File: config.mk
export PLATFORM = sky130hd
export DESIGN_NAME = irda_sir_rx
export DESIGN_NICKNAME = d
export VERILOG_FILES = /design/src/rtl/icestick_pkg.sv /design/src/rtl/irda_pulse_qual.sv /design/src/rtl/irda_sir_rx.sv
export SDC_FILE = /design/constraint.sdc
export NUM_CORES = 1
export LEC_CHECK = 0
export BUFFER_PORTS_ARGS = -buffer_cell sky130_fd_sc_hd__buf_2
export CAP_MARGIN = 10
export CORE_MARGIN = 2
export CORE_UTILIZATION = 35
export CTS_BUF_LIST = sky130_fd_sc_hd__clkbuf_2
export CTS_CLUSTER_DIAMETER = 80
export DETAILED_ROUTE_END_ITERATION = 6
export GPL_ROUTABILITY_DRIVEN = 1
export GPL_TIMING_DRIVEN = 0
export PLACE_DENSITY_LB_ADDON = 0.15
export SYNTH_ARGS = -nofsm -noshare
export SYNTH_HDL_FRONTEND = slang
export SYNTH_SLANG_ARGS = --single-unit
File: constraint.sdc
create_clock -name clk_core -period 2.5 [get_ports clk_core]
set_input_delay 0.125 -clock clk_core [delete_from_list [all_inputs] [get_ports clk_core]]
set_output_delay 0.125 -clock clk_core [all_outputs]
set_load 0.02 [all_outputs]
File: src/rtl/icestick_pkg.sv
// Board-level constants for the icestick SoC core clock and IrDA SIR line rate.
package icestick_pkg;

  localparam int CLK_CORE_HZ = 39_750_000;
  localparam int SIR_BAUD    = 9600;

  // Rounded clock cycles per bit period at a given baud rate.
  function automatic int cycles_per_bit(input int clk_hz, input int baud);
    return (clk_hz + baud / 2) / baud;
  endfunction

endpackage

File: src/rtl/irda_pulse_qual.sv
// Synchronises the raw IrDA RXD pad and emits a one-cycle strobe for each
// low pulse that lasts at least MIN_PULSE core cycles.
module irda_pulse_qual #(
  parameter int MIN_PULSE = 32
) (
  input  logic clk_core,
  input  logic reset_n,
  input  logic irda_rxd,
  output logic pulse_strobe
);

  localparam int CW = $clog2(MIN_PULSE + 1);
  localparam logic [CW-1:0] CNT_MAX  = CW'(MIN_PULSE);
  localparam logic [CW-1:0] CNT_FIRE = CW'(MIN_PULSE - 1);

  logic          rxd_meta;
  logic          rxd_sync;
  logic [CW-1:0] low_cnt;

  // Counter saturates at MIN_PULSE so a long low run strobes only once.
  always_ff @(posedge clk_core or negedge reset_n) begin
    if (!reset_n) begin
      rxd_meta     <= 1'b1;
      rxd_sync     <= 1'b1;
      low_cnt      <= '0;
      pulse_strobe <= 1'b0;
    end else begin
      rxd_meta     <= irda_rxd;
      rxd_sync     <= rxd_meta;
      pulse_strobe <= 1'b0;
      if (rxd_sync) begin
        low_cnt <= '0;
      end else if (low_cnt != CNT_MAX) begin
        low_cnt      <= low_cnt + 1'b1;
        pulse_strobe <= (low_cnt == CNT_FIRE);
      end
    end
  end

endmodule

File: src/rtl/irda_sir_rx.sv
// IrDA SIR receive demodulator: qualified pulses -> bytes on a valid/ready
// output register with sticky framing-error and overrun flags.
//
//   state   | meaning
//   --------+-----------------------------------------------------------
//   IDLE    | waiting for a qualified start pulse
//   DATA    | sampling 8 data windows, LSB first, pulse = 0 bit
//   STOP    | stop window; a pulse here is a framing error
module irda_sir_rx
  import icestick_pkg::*;
#(
  parameter int BIT_CYCLES = cycles_per_bit(CLK_CORE_HZ, SIR_BAUD),
  parameter int MIN_PULSE  = 32,
  parameter int LEAD       = BIT_CYCLES / 4
) (
  input  logic       clk_core,
  input  logic       reset_n,
  input  logic       irda_rxd,
  input  logic       rx_enable,
  output logic [7:0] rx_data,
  output logic       rx_valid,
  input  logic       rx_ready,
  output logic       frame_err,
  output logic       overrun,
  input  logic       err_clear
);

  localparam logic [1:0] ST_IDLE = 2'd0;
  localparam logic [1:0] ST_DATA = 2'd1;
  localparam logic [1:0] ST_STOP = 2'd2;

  localparam int TW = $clog2(BIT_CYCLES + LEAD);
  // Start strobe arrives MIN_PULSE into the start bit; the first window
  // runs on past the next nominal bit start by LEAD.
  localparam logic [TW-1:0] START_LOAD = TW'(BIT_CYCLES - MIN_PULSE + LEAD);
  localparam logic [TW-1:0] BIT_LOAD   = TW'(BIT_CYCLES - 1);

  logic          pulse_strobe;
  logic [1:0]    state;
  logic [TW-1:0] bit_timer;
  logic [2:0]    bit_idx;
  logic          pulse_seen;
  logic [7:0]    shift_reg;
  logic          window_end;
  logic          pulse_now;
  logic          stop_end;
  logic          byte_good;
  logic          frame_bad;

  irda_pulse_qual #(.MIN_PULSE(MIN_PULSE)) u_pulse_qual (
    .clk_core     (clk_core),
    .reset_n      (reset_n),
    .irda_rxd     (irda_rxd),
    .pulse_strobe (pulse_strobe)
  );

  always_comb begin
    window_end = (bit_timer == '0);
    pulse_now  = pulse_seen | pulse_strobe;
    stop_end   = rx_enable && (state == ST_STOP) && window_end;
    byte_good  = stop_end && !pulse_now;
    frame_bad  = stop_end && pulse_now;
  end

  always_ff @(posedge clk_core or negedge reset_n) begin
    if (!reset_n) begin
      state      <= ST_IDLE;
      bit_timer  <= '0;
      bit_idx    <= '0;
      pulse_seen <= 1'b0;
      shift_reg  <= '0;
    end else if (!rx_enable) begin
      state      <= ST_IDLE;
      bit_idx    <= '0;
      pulse_seen <= 1'b0;
    end else begin
      case (state)
        ST_IDLE: begin
          if (pulse_strobe) begin
            state      <= ST_DATA;
            bit_timer  <= START_LOAD;
            bit_idx    <= '0;
            pulse_seen <= 1'b0;
          end
        end
        ST_DATA: begin
          if (window_end) begin
            shift_reg  <= {~pulse_now, shift_reg[7:1]};
            pulse_seen <= 1'b0;
            bit_timer  <= BIT_LOAD;
            if (bit_idx == 3'd7) state <= ST_STOP;
            else                 bit_idx <= bit_idx + 3'd1;
          end else begin
            bit_timer  <= bit_timer - 1'b1;
            pulse_seen <= pulse_now;
          end
        end
        ST_STOP: begin
          if (window_end) begin
            state      <= ST_IDLE;
            pulse_seen <= 1'b0;
          end else begin
            bit_timer  <= bit_timer - 1'b1;
            pulse_seen <= pulse_now;
          end
        end
        default: state <= ST_IDLE;
      endcase
    end
  end

  // A same-cycle handshake frees the slot, so an arriving byte is no overrun.
  always_ff @(posedge clk_core or negedge reset_n) begin
    if (!reset_n) begin
      rx_data   <= '0;
      rx_valid  <= 1'b0;
      frame_err <= 1'b0;
      overrun   <= 1'b0;
    end else begin
      if (byte_good) begin
        rx_data  <= shift_reg;
        rx_valid <= 1'b1;
      end else if (rx_valid && rx_ready) begin
        rx_valid <= 1'b0;
      end
      if (byte_good && rx_valid && !rx_ready) overrun <= 1'b1;
      else if (err_clear)                     overrun <= 1'b0;
      if (frame_bad)      frame_err <= 1'b1;
      else if (err_clear) frame_err <= 1'b0;
    end
  end

endmodule

Yosys cells after proc, flatten, opt, wreduce, memory -nomap -nowiden
Index checks and enable logic that the tools add are counted.

Muxes and demuxes: 28. Bitwise logic cells: 2. Reduce and logical (&&, ||, !) cells: 22. Add/sub/neg operators: 3. Equality and inequality tests: 14.

Operator list (count): two-way mux 13 bit (3); one-hot mux 13 bit (3 select lines) (1); zero test 13 bit (1); subtractor 13 x 1 -> 13 bit, second input constant (1); two-way mux 3 bit (4); two-way mux 6 bit (2); != test 3 bit, second input constant (4); AND reduction 4 bit (3); two-way mux 1 bit (10); two-way mux 2 bit (5); nonzero test 2 bit (4); logical AND 1 bit (7); adder 6 x 1 -> 6 bit, second input constant (1); equality test 6 x 5 -> 1 bit, second input constant (1); != test 3 x 2 -> 1 bit, second input constant (2); != test 6 bit, second input constant (1); one-hot mux 2 bit (3 select lines) (1); one-hot mux 3 bit (2 select lines) (1); adder 3 x 1 -> 3 bit, second input constant (1); equality test 3 bit, second input constant (1); != test 3 x 1 -> 1 bit, second input constant (1); AND reduction 3 bit (1); nonzero test 3 bit (1); equality test 2 x 1 -> 1 bit, second input constant (1); other kinds (10) (11).

Register bits after elaboration: 47. Logic and storage cells: 82.

Logic depth before layout (Yosys ltp)
Gate-level depths: netlist of run 1.

Depth in word-level cells: 7. Mapped depth: 8.

Modules after synthesis
Synthesis of run 1 repeated with hierarchy kept, for this count alone.

Cells, all modules: 234. Area total of the unflattened synthesis: 2506.2 um^2.

Modules (own cells, without submodules): irda_sir_rx (sequential area each 950.9 um^2, cells an instance 198, instances 1, area an instance 2097.0 um^2); irda_pulse_qual (sequential area each 227.7 um^2, cells an instance 36, instances 1, area an instance 409.1 um^2).

Least setup slack after synthesis of run 1
Ideal clock, no wire load.

Path kind: register to register. Start: register bit_timer[0]. End: register bit_idx[1]. Stages on the path, launching flop included: 7. Buffers on the path: 0. Slack: 0.357 ns. Data arrival time: 2.079 ns. Cells stage by stage: dfrtp_1 inv_1 ha_1 nor4b_1 nand3_1 nor4_1 a22o_2.

Cells in the longest elaborated chain, start to end: 3.

Ends and longest elaborated chain: from (decl) (RTL line irda_sir_rx.sv:40) `logic [TW-1:0] bit_timer;`; from (signal assigned) (RTL line irda_sir_rx.sv:94) `bit_timer <= bit_timer - 1'b1;`; from (signal assigned) (RTL line irda_sir_rx.sv:103) `bit_timer <= bit_timer - 1'b1;`; zero test 13 bit (RTL line irda_sir_rx.sv:58) `window_end = (bit_timer == '0);`; != test 3 bit (no source line); AND reduction 4 bit (no source line); to (signal assigned) (RTL line irda_sir_rx.sv:92) `else bit_idx <= bit_idx + 3'd1;`; to (decl) (RTL line irda_sir_rx.sv:41) `logic [2:0] bit_idx;`.

Every way passes these cells. A chain may end at the register's enable or synchronous reset.

Worst setup path in the final report of run 1
Start: register state[0]. End: register bit_timer[3].

Cells in the longest elaborated chain, start to end: 3. Elaborated cells between the ends (all ways): 8. Classes of those cells: 4 x eq/ne; 1 x mux; 3 x reduce/logical.

Ends and longest elaborated chain: from (decl) (RTL line irda_sir_rx.sv:39) `logic [1:0] state;`; from (signal assigned) (RTL line irda_sir_rx.sv:67) `state <= ST_IDLE;`; from (signal assigned) (RTL line irda_sir_rx.sv:73) `state <= ST_IDLE;`; from (signal assigned) (RTL line irda_sir_rx.sv:80) `state <= ST_DATA;`; equality test 2 bit (tied with other cells) (RTL line irda_sir_rx.sv:77) `case (state)`; != test 2 bit (no source line) (tied with other cells); AND reduction 4 bit (no source line).

Several ways; a longest one is shown, not always the timed one.

==> results of run 1 <==
## how the worst max path moves through the flow
| stage | from | endpoint | slack [ns] | cells past startpoint |
|---|---|---|---|---|
| 3_5_place_dp | bit_timer[0]$_DFFE_PN0P_ | bit_idx[1]$_DFFE_PN0P_ | -0.24 | 6 |
| 2_1_floorplan | bit_timer[0]$_DFFE_PN0P_ | bit_idx[1]$_DFFE_PN0P_ | 0.36 | 6 |
| 5_1_grt | state[0]$_DFFE_PN0P_ | bit_timer[3]$_DFFE_PN0P_ | -0.004 | 7 |
| 6_report | state[0]$_DFFE_PN0P_ | bit_timer[3]$_DFFE_PN0P_ | 0.17 | 7 |
| 3_3_place_gp | bit_timer[0]$_DFFE_PN0P_ | bit_idx[1]$_DFFE_PN0P_ | -0.21 | 6 |
| 4_1_cts | state[0]$_DFFE_PN0P_ | bit_timer[3]$_DFFE_PN0P_ | 0.04 | 7 |
## power groups by stage
stage / clock network (mW) / registers, mW / logic (mW)
global route: 0.401 / 0.876 / 0.383
CTS: 0.365 / 0.858 / 0.316
detailed placement: 0 / 0.869 / 0.306
finish: 0.346 / 0.867 / 0.338
global placement: 0 / 0.869 / 0.308
floorplan: 0 / 0.856 / 0.237
## layout by cell type, fill, tap and decap left out, types with 6 or more instances in the layout
| cell type | n |
|---|---|
| dfrtp_1 | 45 |
| mux2_2 | 17 |
| buf_2 | 16 |
| nor2_1 | 11 |
| o21ai_0 | 11 |
| inv_1 | 10 |
| nor3_1 | 10 |
| ha_1 | 10 |
| buf_4 | 9 |
| nand2_1 | 9 |
| nand3_1 | 6 |
| o31ai_1 | 6 |
| dlygate4sd3_1 | 6 |
## Yosys cell counts (2+ instances only)
library cell   n  area share [%]
a211oi_1       2            0.62
a21oi_1        5             1.0
a22o_1         2            0.72
a22o_2         2            0.83
a31oi_1        3            0.77
a32o_1         2            0.83
buf_4          2            0.62
clkbuf_1       4            0.62
dfrtp_1       45              46
dfstp_2        2             2.2
ha_1          10             5.2
inv_1         10             1.5
mux2_2        17             7.9
mux2i_1        3             1.2
nand2_1        9             1.4
nand2b_1       5             1.3
nand3_1        6             1.2
nand3b_1       2            0.62
nor2_1        12             1.9
nor3_1        10             2.1
nor4_1         8             2.1
nor4b_1        2            0.72
o211ai_1       5             1.5
o21ai_0       11             2.3
o221ai_1       2            0.72
o22ai_1        2            0.52
o31ai_1        6             1.9
o41ai_1        3             1.1
or2_2          2            0.52
or3_1          4             1.0
xnor2_1        3             1.1
xor2_1         3             1.1
## logic make-up after synthesis
logic type / Yosys count / share of synthesized area, %
buffers and inverters: 18 / 3.457
flip-flops: 47 / 48.61
AND/OR/NAND/NOR: 69 / 17.34
XOR/XNOR: 6 / 2.168
adder cells (fa/ha/maj): 10 / 5.160
AO/OA/AOI/OAI: 49 / 14.14
multiplexers: 20 / 9.133
## critical path: stages (launching register included)
cell and delay, ns:
dfrtp_1 0.45, inv_1 0.09, ha_1 0.25, nor2b_2 0.22
or3_1 0.31, clkbuf_1 0.22, nor2_2 0.33, mux2_2 0.37
## per-layer routing
metal | vias up | wire, um
met5 | - | 0
met4 | 0 | 91
met3 | 9 | 169
met2 | 39 | 2473
met1 | 901 | 2472
li1 | 898 | -
## area by class of cell
cell class,count,area [sq um],share of cell area [%]
buffer,8,46.29,1.626
clock buffer,5,25.02,0.8787
clock inverter,3,22.52,0.7909
inverter,10,37.54,1.318
multi-input combinational,155,1230,43.19
sequential,47,1179,41.39
tap,80,100.1,3.515
timing repair buffer,29,207.7,7.293
## repair_timing
item,4_1_cts,5_1_grt
pin swaps,0,3
hold buffers,5,1
buffers inserted,0,7
setup endpoints to repair,5,23
gates cloned,0,1
resized for setup,1,8
hold endpoints to repair,50,3
## metrics by stage
stage / worst slack [ns] / total power, mW
3_3_place_gp: -0.2142 / 1.177
5_1_grt: -0.003852 / 1.661
3_5_place_dp: -0.2433 / 1.175
2_1_floorplan: 0.3575 / 1.093
4_1_cts: 0.03683 / 1.538
6_report: 0.1735 / 1.551
==> results.sh, run 1 <==
export IMPL_area_delta_synth_final_pct=17.44
export IMPL_status="complete, no violations"
export IMPL_hp_start="irda_rxd"
export IMPL_place_inst=314
export IMPL_p_comb_share_pct=21.8
export IMPL_drt_wirelength_per_cell_um=15.45
export IMPL_ctsLongestPathBuffers=2
export IMPL_vias=1847
export IMPL_stdcell_area_sq_um=2848
export IMPL_fmax_mhz=429.8
export IMPL_syn_area_sq_um=2425
export IMPL_cts_htree_levels=2
export IMPL_cts_inserted_buffers=5
export IMPL_overflow=0
export IMPL_core_sq_um=6756
export IMPL_antenna_found_initial=0
export IMPL_p_clk_share_pct=22.3
export IMPL_io_buffers=15
export IMPL_drc=0
export IMPL_reg2reg_from="state[0]$_DFFE_PN0P_"
export IMPL_hold_depth=2
export IMPL_antennaDiodeCount=0
export IMPL_cts_sinks=47
export IMPL_endpoint_kind="flip-flop"
export IMPL_die_w_um=87.24
export IMPL_cts_tree="yes"
export IMPL_finalWeightedCongestion=0.8184
export IMPL_timing_setup_tns_ns=0
export IMPL_setup_violations=0
export IMPL_grt_busiest_layer="met2"
export IMPL_ys_warnings_count=0
export IMPL_syn_nets=235
export IMPL_dieHeight_um=87.24
export IMPL_r2r_end="bit_timer[3]$_DFFE_PN0P_"
export IMPL_netSwitchingFraction_pct=33.97
export IMPL_synth_cell_types=47
export IMPL_instances_no_fill=337
export IMPL_hold_viol=0
export IMPL_drt_iter0_markers=145
export IMPL_async_reset_ff_share_pct=100.0
export IMPL_yosysSeqAreaShare_pct=48.61
export IMPL_slew_headroom_pct=45.54
export IMPL_critical_path_required_ns=2.84
export IMPL_num_nets_final=272
export IMPL_leakage_nw=1.274
export IMPL_clockRootBuffer="clkbuf_2"
export IMPL_row_count=30
export IMPL_arrival_ns=2.67
export IMPL_die_area_sq_um=7610
export IMPL_final_setup_skew_ns=0.01454
export IMPL_drive_gt1_share_pct=27.24
export IMPL_fin_util_pct=42.15
export IMPL_ios=17
export IMPL_grt_pass1_vias=1836
export IMPL_rr_worst_depth=7
export IMPL_placed_area_sq_um=2600
export IMPL_vias_per_cell=5.481
export IMPL_fillers=666
export IMPL_start_kind="flip-flop"
export IMPL_r2r_slack_ns=0.17
export IMPL_p_int_mw=1.024
export IMPL_grt_pass1_wl_mm=8.880
export IMPL_min_path_type="input port to flip-flop"
export IMPL_maxSlewViolCount=0
export IMPL_synth_edff_count=0
export IMPL_ant_nets=0
export IMPL_syn_inst=219
export IMPL_start_util_pct=35.89
export IMPL_path_class="flip-flop to flip-flop"
export IMPL_largest_reg_flops=13
export IMPL_crit_fanout=9
export IMPL_routed_wl_mm=5.206
export IMPL_switching_power_uw=526.9
export IMPL_seqPwrFrac_pct=55.9
export IMPL_worst_slew_pin_transition_ns=0.8106
export IMPL_whs_ns=0.3214
export IMPL_period_minus_slack_ns=2.326
export IMPL_ys_flop_type="dfrtp_1"
export IMPL_ir_drop_uv=267.9
export IMPL_grtUsageMet1_pct=19.63
export IMPL_grt_max_degree=48
export IMPL_use_met3_pct=3.791
export IMPL_ys_seq_elements=47
export IMPL_drt_first_pass_iters=4
export IMPL_period_share_pct=93.06
export IMPL_grtUsageTotal_pct=14.82
export IMPL_cap_violations=0
export IMPL_clk_latency_ns=0.42
export IMPL_power_density_nw_per_um2=544.7
export IMPL_synth_avg_cell_area_sq_um=11.07
export IMPL_place_hpwl_mm=3.456
export IMPL_grt_use_met2_pct=23.73
export IMPL_cts_clk_slew_worst_paths_ns=0.27
export IMPL_min_to="u_pulse_qual.rxd_meta$_DFF_PN1_"
No activity file was read; power rests on OpenSTA's default activity.
==> run 2: changes to the inputs <==
Settings changed: CORE_UTILIZATION 35 to 45.
==> results.sh, run 2 (synthesis gave the netlist of run 1 again) <==
export IMPL_whs_ns=0.3148
export IMPL_cts_sinks=47
export IMPL_start_util_pct=47.18
export IMPL_num_nets_final=263
export IMPL_drc=0
export IMPL_io_buffers=15
export IMPL_row_count=26
export IMPL_overflow=0
export IMPL_endpoint_kind="flip-flop"
export IMPL_placement_setup_worst_slack_ns=-0.2447
export IMPL_grtUsageTotal_pct=17.46
export IMPL_slew_headroom_pct=31.80
export IMPL_setup_violations=0
export IMPL_largest_reg_flops=13
export IMPL_cts_clk_slew_worst_paths_ns=0.25
export IMPL_drt_wirelength_per_cell_um=14.72
export IMPL_finalWeightedCongestion=0.8632
export IMPL_cts_htree_levels=2
export IMPL_final_common_cell="dfrtp_1"
export IMPL_status="complete, no violations"
export IMPL_power_density_nw_per_um2=564.1
export IMPL_routed_wl_mm=4.681
export IMPL_antennaDiodeCount=0
export IMPL_place_inst=304
export IMPL_grt_pass1_wl_mm=8.404
export IMPL_period_share_pct=93.83
export IMPL_vias_per_cell=5.667
export IMPL_place_hpwl_mm=3.214
export IMPL_leakage_nw=1.219
export IMPL_core_sq_um=5140
export IMPL_die_w_um=77.41
export IMPL_cts_tree="yes"
export IMPL_fmax_mhz=426.3
export IMPL_path_class="flip-flop to flip-flop"
export IMPL_min_path_type="input port to flip-flop"
export IMPL_ctsLongestPathBuffers=2
export IMPL_placed_area_sq_um=2587
export IMPL_grt_pass1_vias=1829
export IMPL_worst_slew_pin_transition_ns=1.023
export IMPL_drive_gt1_share_pct=24.60
export IMPL_period_minus_slack_ns=2.346
export IMPL_cap_violations=0
export IMPL_crit_fanout=9
export IMPL_critical_path_required_ns=2.84
export IMPL_final_cell_mix="dfrtp_1, mux2_2, buf_2, nor2_1, o21ai_0"
export IMPL_maxSlewViolCount=0
export IMPL_arrival_ns=2.69
export IMPL_ant_nets=0
export IMPL_vias=1802
export IMPL_timing_setup_tns_ns=0
export IMPL_grt_max_degree=48
export IMPL_cts_inserted_buffers=5
export IMPL_clk_latency_ns=0.43
export IMPL_hold_viol=0
export IMPL_final_setup_skew_ns=0.01304
export IMPL_drt_first_pass_iters=4
export IMPL_ios=17
export IMPL_area_delta_synth_final_pct=12.54
export IMPL_start_kind="flip-flop"
export IMPL_clockRootBuffer="clkbuf_2"
export IMPL_antenna_found_initial=0
export IMPL_drt_iter0_markers=83
export IMPL_ir_drop_uv=344.8
export IMPL_stdcell_area_sq_um=2729
export IMPL_die_area_sq_um=5992
export IMPL_dieHeight_um=77.41
export IMPL_instances_no_fill=318
export IMPL_worst_slack_ns=0.1543
## run 2: changes by cell type in the layout (fill, tap and decap cells not counted), sizes merged
cell / change
buf: -7
dlygate4sd3: -1
nand4: -1
## run 2: area by class of cell
type | instances | area (sq um)
Timing Repair Buffer | 21 | 132.6
Fill cell | 489 | 2411
Sequential cell | 47 | 1179
Multi-Input combinational cell | 154 | 1199
Buffer | 8 | 46.29
Clock buffer | 5 | 25.02
Tap cell | 70 | 87.58
Clock inverter | 3 | 22.52
Inverter | 10 | 37.54
## run 2: worst paths after layout
| path | start | end | slack, ns | cells after the start |
|---|---|---|---|---|
| setup / recovery | bit_timer[0]$_DFFE_PN0P_ | shift_reg[7]$_DFFE_PN0P_ | 0.15 | 7 |
| hold / removal | irda_rxd | u_pulse_qual.rxd_meta$_DFF_PN1_ | 0.31 | 2 |
| min in group asynchronous | reset_n | bit_timer[7]$_DFFE_PN0P_ | 0.37 | 2 |
| setup reg to reg | bit_timer[0]$_DFFE_PN0P_ | shift_reg[7]$_DFFE_PN0P_ | 0.15 | 7 |
| hold reg to reg | u_pulse_qual.rxd_meta$_DFF_PN1_ | u_pulse_qual.rxd_sync$_DFF_PN1_ | 0.37 | 0 |
| max in group asynchronous | reset_n | u_pulse_qual.low_cnt[1]$_DFFE_PN0P_ | 1.51 | 2 |
## run 2: metal layers
metal | wire [um] | GRT usage [%]
met5 | 0 | 0
met4 | 62 | 8.393
met3 | 204 | 3.605
met2 | 2145 | 26.52
met1 | 2268 | 23.90
## run 2: power by group
group	switching, mW	total [mW]	internal, mW
sequential	0.0582	0.866	0.808
clock	0.266	0.342	0.0758
combinational	0.197	0.331	0.135
total	0.521	1.54	1.02
## run 2: timing repair
action,4_1_cts,5_1_grt
gates resized for setup,2,4
setup buffers,0,1
hold buffers,5,0
setup endpoints to repair,5,20
pin swaps,0,1
hold endpoints to repair,51,0
## run 2: critical path, cell delays in order (launching register included)
cell and delay (ns):
dfrtp_1 0.45, inv_1 0.06, ha_1 0.20, or4b_1 0.43, buf_2 0.20, nor3_4 0.33, nand3_2 0.26, mux2_2 0.33
## run 2: per-stage QoR
step	utilization (%)	total power, mW
3_3_place_gp	50.34	1.174
3_5_place_dp	50.34	1.178
4_1_cts	52.48	1.542
2_1_floorplan	-	1.093
6_report	53.09	1.539
5_1_grt	53.09	1.647
==> run 3: changes to the inputs <==
Settings changed: CAP_MARGIN 10 to unset, PLACE_DENSITY set to 0.72, PLACE_DENSITY_LB_ADDON 0.15 to unset.
==> results.sh, run 3 (synthesis gave the netlist of run 1 again) <==
export IMPL_die_w_um=77.41
export IMPL_place_inst=304
export IMPL_vias=1778
export IMPL_cap_violations=0
export IMPL_cts_inserted_buffers=5
export IMPL_fillers=479
export IMPL_fin_util_pct=53.21
export IMPL_power_density_nw_per_um2=559.6
export IMPL_num_nets_final=264
export IMPL_p_clk_share_pct=21.8
export IMPL_worst_slack_ns=0.1221
export IMPL_grt_pass1_vias=1749
export IMPL_die_area_sq_um=5992
export IMPL_min_path_type="input port to flip-flop"
export IMPL_rr_worst_depth=7
export IMPL_maxSlewViolCount=0
export IMPL_hp_start="irda_rxd"
export IMPL_antennaDiodeCount=0
export IMPL_clk_latency_ns=0.44
export IMPL_hold_viol=0
export IMPL_slew_headroom_pct=32.01
export IMPL_cts_htree_levels=2
export IMPL_cts_tree="yes"
export IMPL_ios=17
export IMPL_p_comb_share_pct=21.7
export IMPL_endpoint_kind="flip-flop"
export IMPL_reg2reg_from="bit_timer[0]$_DFFE_PN0P_"
export IMPL_critPathMaxStageDelay_ns=0.45
export IMPL_switching_power_uw=513.2
export IMPL_grt_pass1_wl_mm=8.280
export IMPL_cts_sinks=47
export IMPL_r2r_slack_ns=0.12
export IMPL_r2r_end="rx_data[6]$_DFFE_PN0P_"
export IMPL_core_sq_um=5140
export IMPL_critPathTopFamily="simple AND/OR/NAND/NOR gates"
export IMPL_vias_per_cell=5.574
export IMPL_worstSetupPathDepth=7
export IMPL_netSwitchingFraction_pct=33.53
export IMPL_ir_drop_uv=380.2
export IMPL_p_int_mw=1.017
export IMPL_fmax_mhz=420.5
export IMPL_path_class="flip-flop to flip-flop"
export IMPL_critical_path_required_ns=2.83
export IMPL_final_common_cell="dfrtp_1"
export IMPL_crit_chain="inv_1 > ha_1 > or4b_1 > buf_2 > nor3_4 > nand4_4 > mux2_2"
export IMPL_instances_no_fill=319
export IMPL_leakage_nw=1.224
export IMPL_grt_max_degree=48
export IMPL_dieHeight_um=77.41
export IMPL_drt_wirelength_per_cell_um=14.69
export IMPL_crit_buf_inv=2
export IMPL_cp_slowest_cell="dfrtp_1"
export IMPL_io_buffers=15
export IMPL_period_share_pct=95.12
export IMPL_ctsLongestPathBuffers=2
export IMPL_area_delta_synth_final_pct=12.80
export IMPL_drt_iter0_markers=127
export IMPL_finalWeightedCongestion=0.8651
export IMPL_period_minus_slack_ns=2.378
export IMPL_hold_depth=2
export IMPL_stdcell_area_sq_um=2735
export IMPL_place_hpwl_mm=3.229
export IMPL_crit_fanout=10
export IMPL_start_util_pct=47.18
export IMPL_setup_violations=0
export IMPL_start_kind="flip-flop"
export IMPL_status="complete, no violations"
export IMPL_min_to="u_pulse_qual.rxd_meta$_DFF_PN1_"
export IMPL_overflow=0
export IMPL_final_cell_mix="dfrtp_1, mux2_2, buf_2, nor2_1, o21ai_0"
export IMPL_placed_area_sq_um=2587
export IMPL_worst_slew_pin_transition_ns=1.020
export IMPL_antenna_found_initial=0
export IMPL_largest_reg_flops=13
export IMPL_seqPwrFrac_pct=56.6
export IMPL_routed_wl_mm=4.686
export IMPL_drive_gt1_share_pct=24.50
export IMPL_final_setup_skew_ns=0.03103
export IMPL_arrival_ns=2.71
export IMPL_row_count=26
export IMPL_grtUsageTotal_pct=17.22
export IMPL_placement_setup_worst_slack_ns=-0.2137
export IMPL_ant_nets=0
export IMPL_drc=0
export IMPL_cts_clk_slew_worst_paths_ns=0.23
export IMPL_drt_first_pass_iters=4
export IMPL_rsz0062_at_grt="true"
export IMPL_clockRootBuffer="clkbuf_2"
## run 3: cell count changes in the layout (fill, tap and decap cells not counted), sizes merged
cell    delta
buf        +1
clkinv     +1
inv        -1
## run 3: worst max-delay path by stage
stage                             startpoint                     end  slack [ns]
floorplan           bit_timer[0]$_DFFE_PN0P_  bit_idx[1]$_DFFE_PN0P_        0.36
global placement    bit_timer[0]$_DFFE_PN0P_  bit_idx[1]$_DFFE_PN0P_       -0.16
detailed placement  bit_timer[0]$_DFFE_PN0P_  bit_idx[1]$_DFFE_PN0P_       -0.21
CTS                 bit_timer[9]$_DFFE_PN0P_  bit_idx[1]$_DFFE_PN0P_       0.004
global route        bit_timer[1]$_DFFE_PN0P_  rx_data[6]$_DFFE_PN0P_       0.002
finish              bit_timer[0]$_DFFE_PN0P_  rx_data[6]$_DFFE_PN0P_        0.12
## run 3: worst register-to-register path, stage by stage (launching register included)
cell	delay, ns
dfrtp_1	0.45
inv_1	0.07
ha_1	0.20
or4b_1	0.44
buf_2	0.20
nor3_4	0.35
nand4_4	0.25
mux2_2	0.34
## run 3: power groups by stage
stage	Combinational, mW	Sequential (mW)	Clock [mW]
finish	0.332	0.866	0.333
global route	0.372	0.877	0.376
CTS	0.316	0.859	0.347
detailed placement	0.307	0.870	0
global placement	0.302	0.867	0
floorplan	0.237	0.856	0
## run 3: cell type report
| cell class | instances | area [sq um] | share of cell area, % |
|---|---|---|---|
| plain buffers | 8 | 46.29 | 1.693 |
| clock buffers | 5 | 25.02 | 0.9149 |
| clock inverters | 3 | 22.52 | 0.8234 |
| inverters | 10 | 37.54 | 1.372 |
| multi-input cells | 154 | 1197 | 43.78 |
| flip-flops and latches | 47 | 1179 | 43.09 |
| well taps | 70 | 87.58 | 3.202 |
| repair buffers | 22 | 140.1 | 5.124 |
## run 3: stage by stage
stage / hold WS, ns / TNS, ns / power, mW
6_report: 0.3275 / 0 / 1.531
5_1_grt: 0.2841 / 0 / 1.625
4_1_cts: 0.01029 / 0 / 1.523
3_5_place_dp: 0.2319 / -0.4240 / 1.176
3_3_place_gp: 0.2302 / -0.3181 / 1.169
2_1_floorplan: -0.1706 / 0 / 1.093
## run 3: routing by layer
layer | routed length (um) | vias up | global-route usage, %
li1 | - | 882 | -
met5 | 0 | - | 0
met4 | 65 | 0 | 5.714
met3 | 164 | 6 | 3.488
met1 | 2231 | 857 | 23.48
met2 | 2224 | 33 | 27.57
## run 3: repair_timing
item / CTS / global route
setup endpoints to repair: 2 / 20
endpoints found under the hold margin: 49 / 1
setup buffers: 0 / 2
gates resized for setup: 1 / 5
hold buffers: 4 / 1
pin swaps: 0 / 1
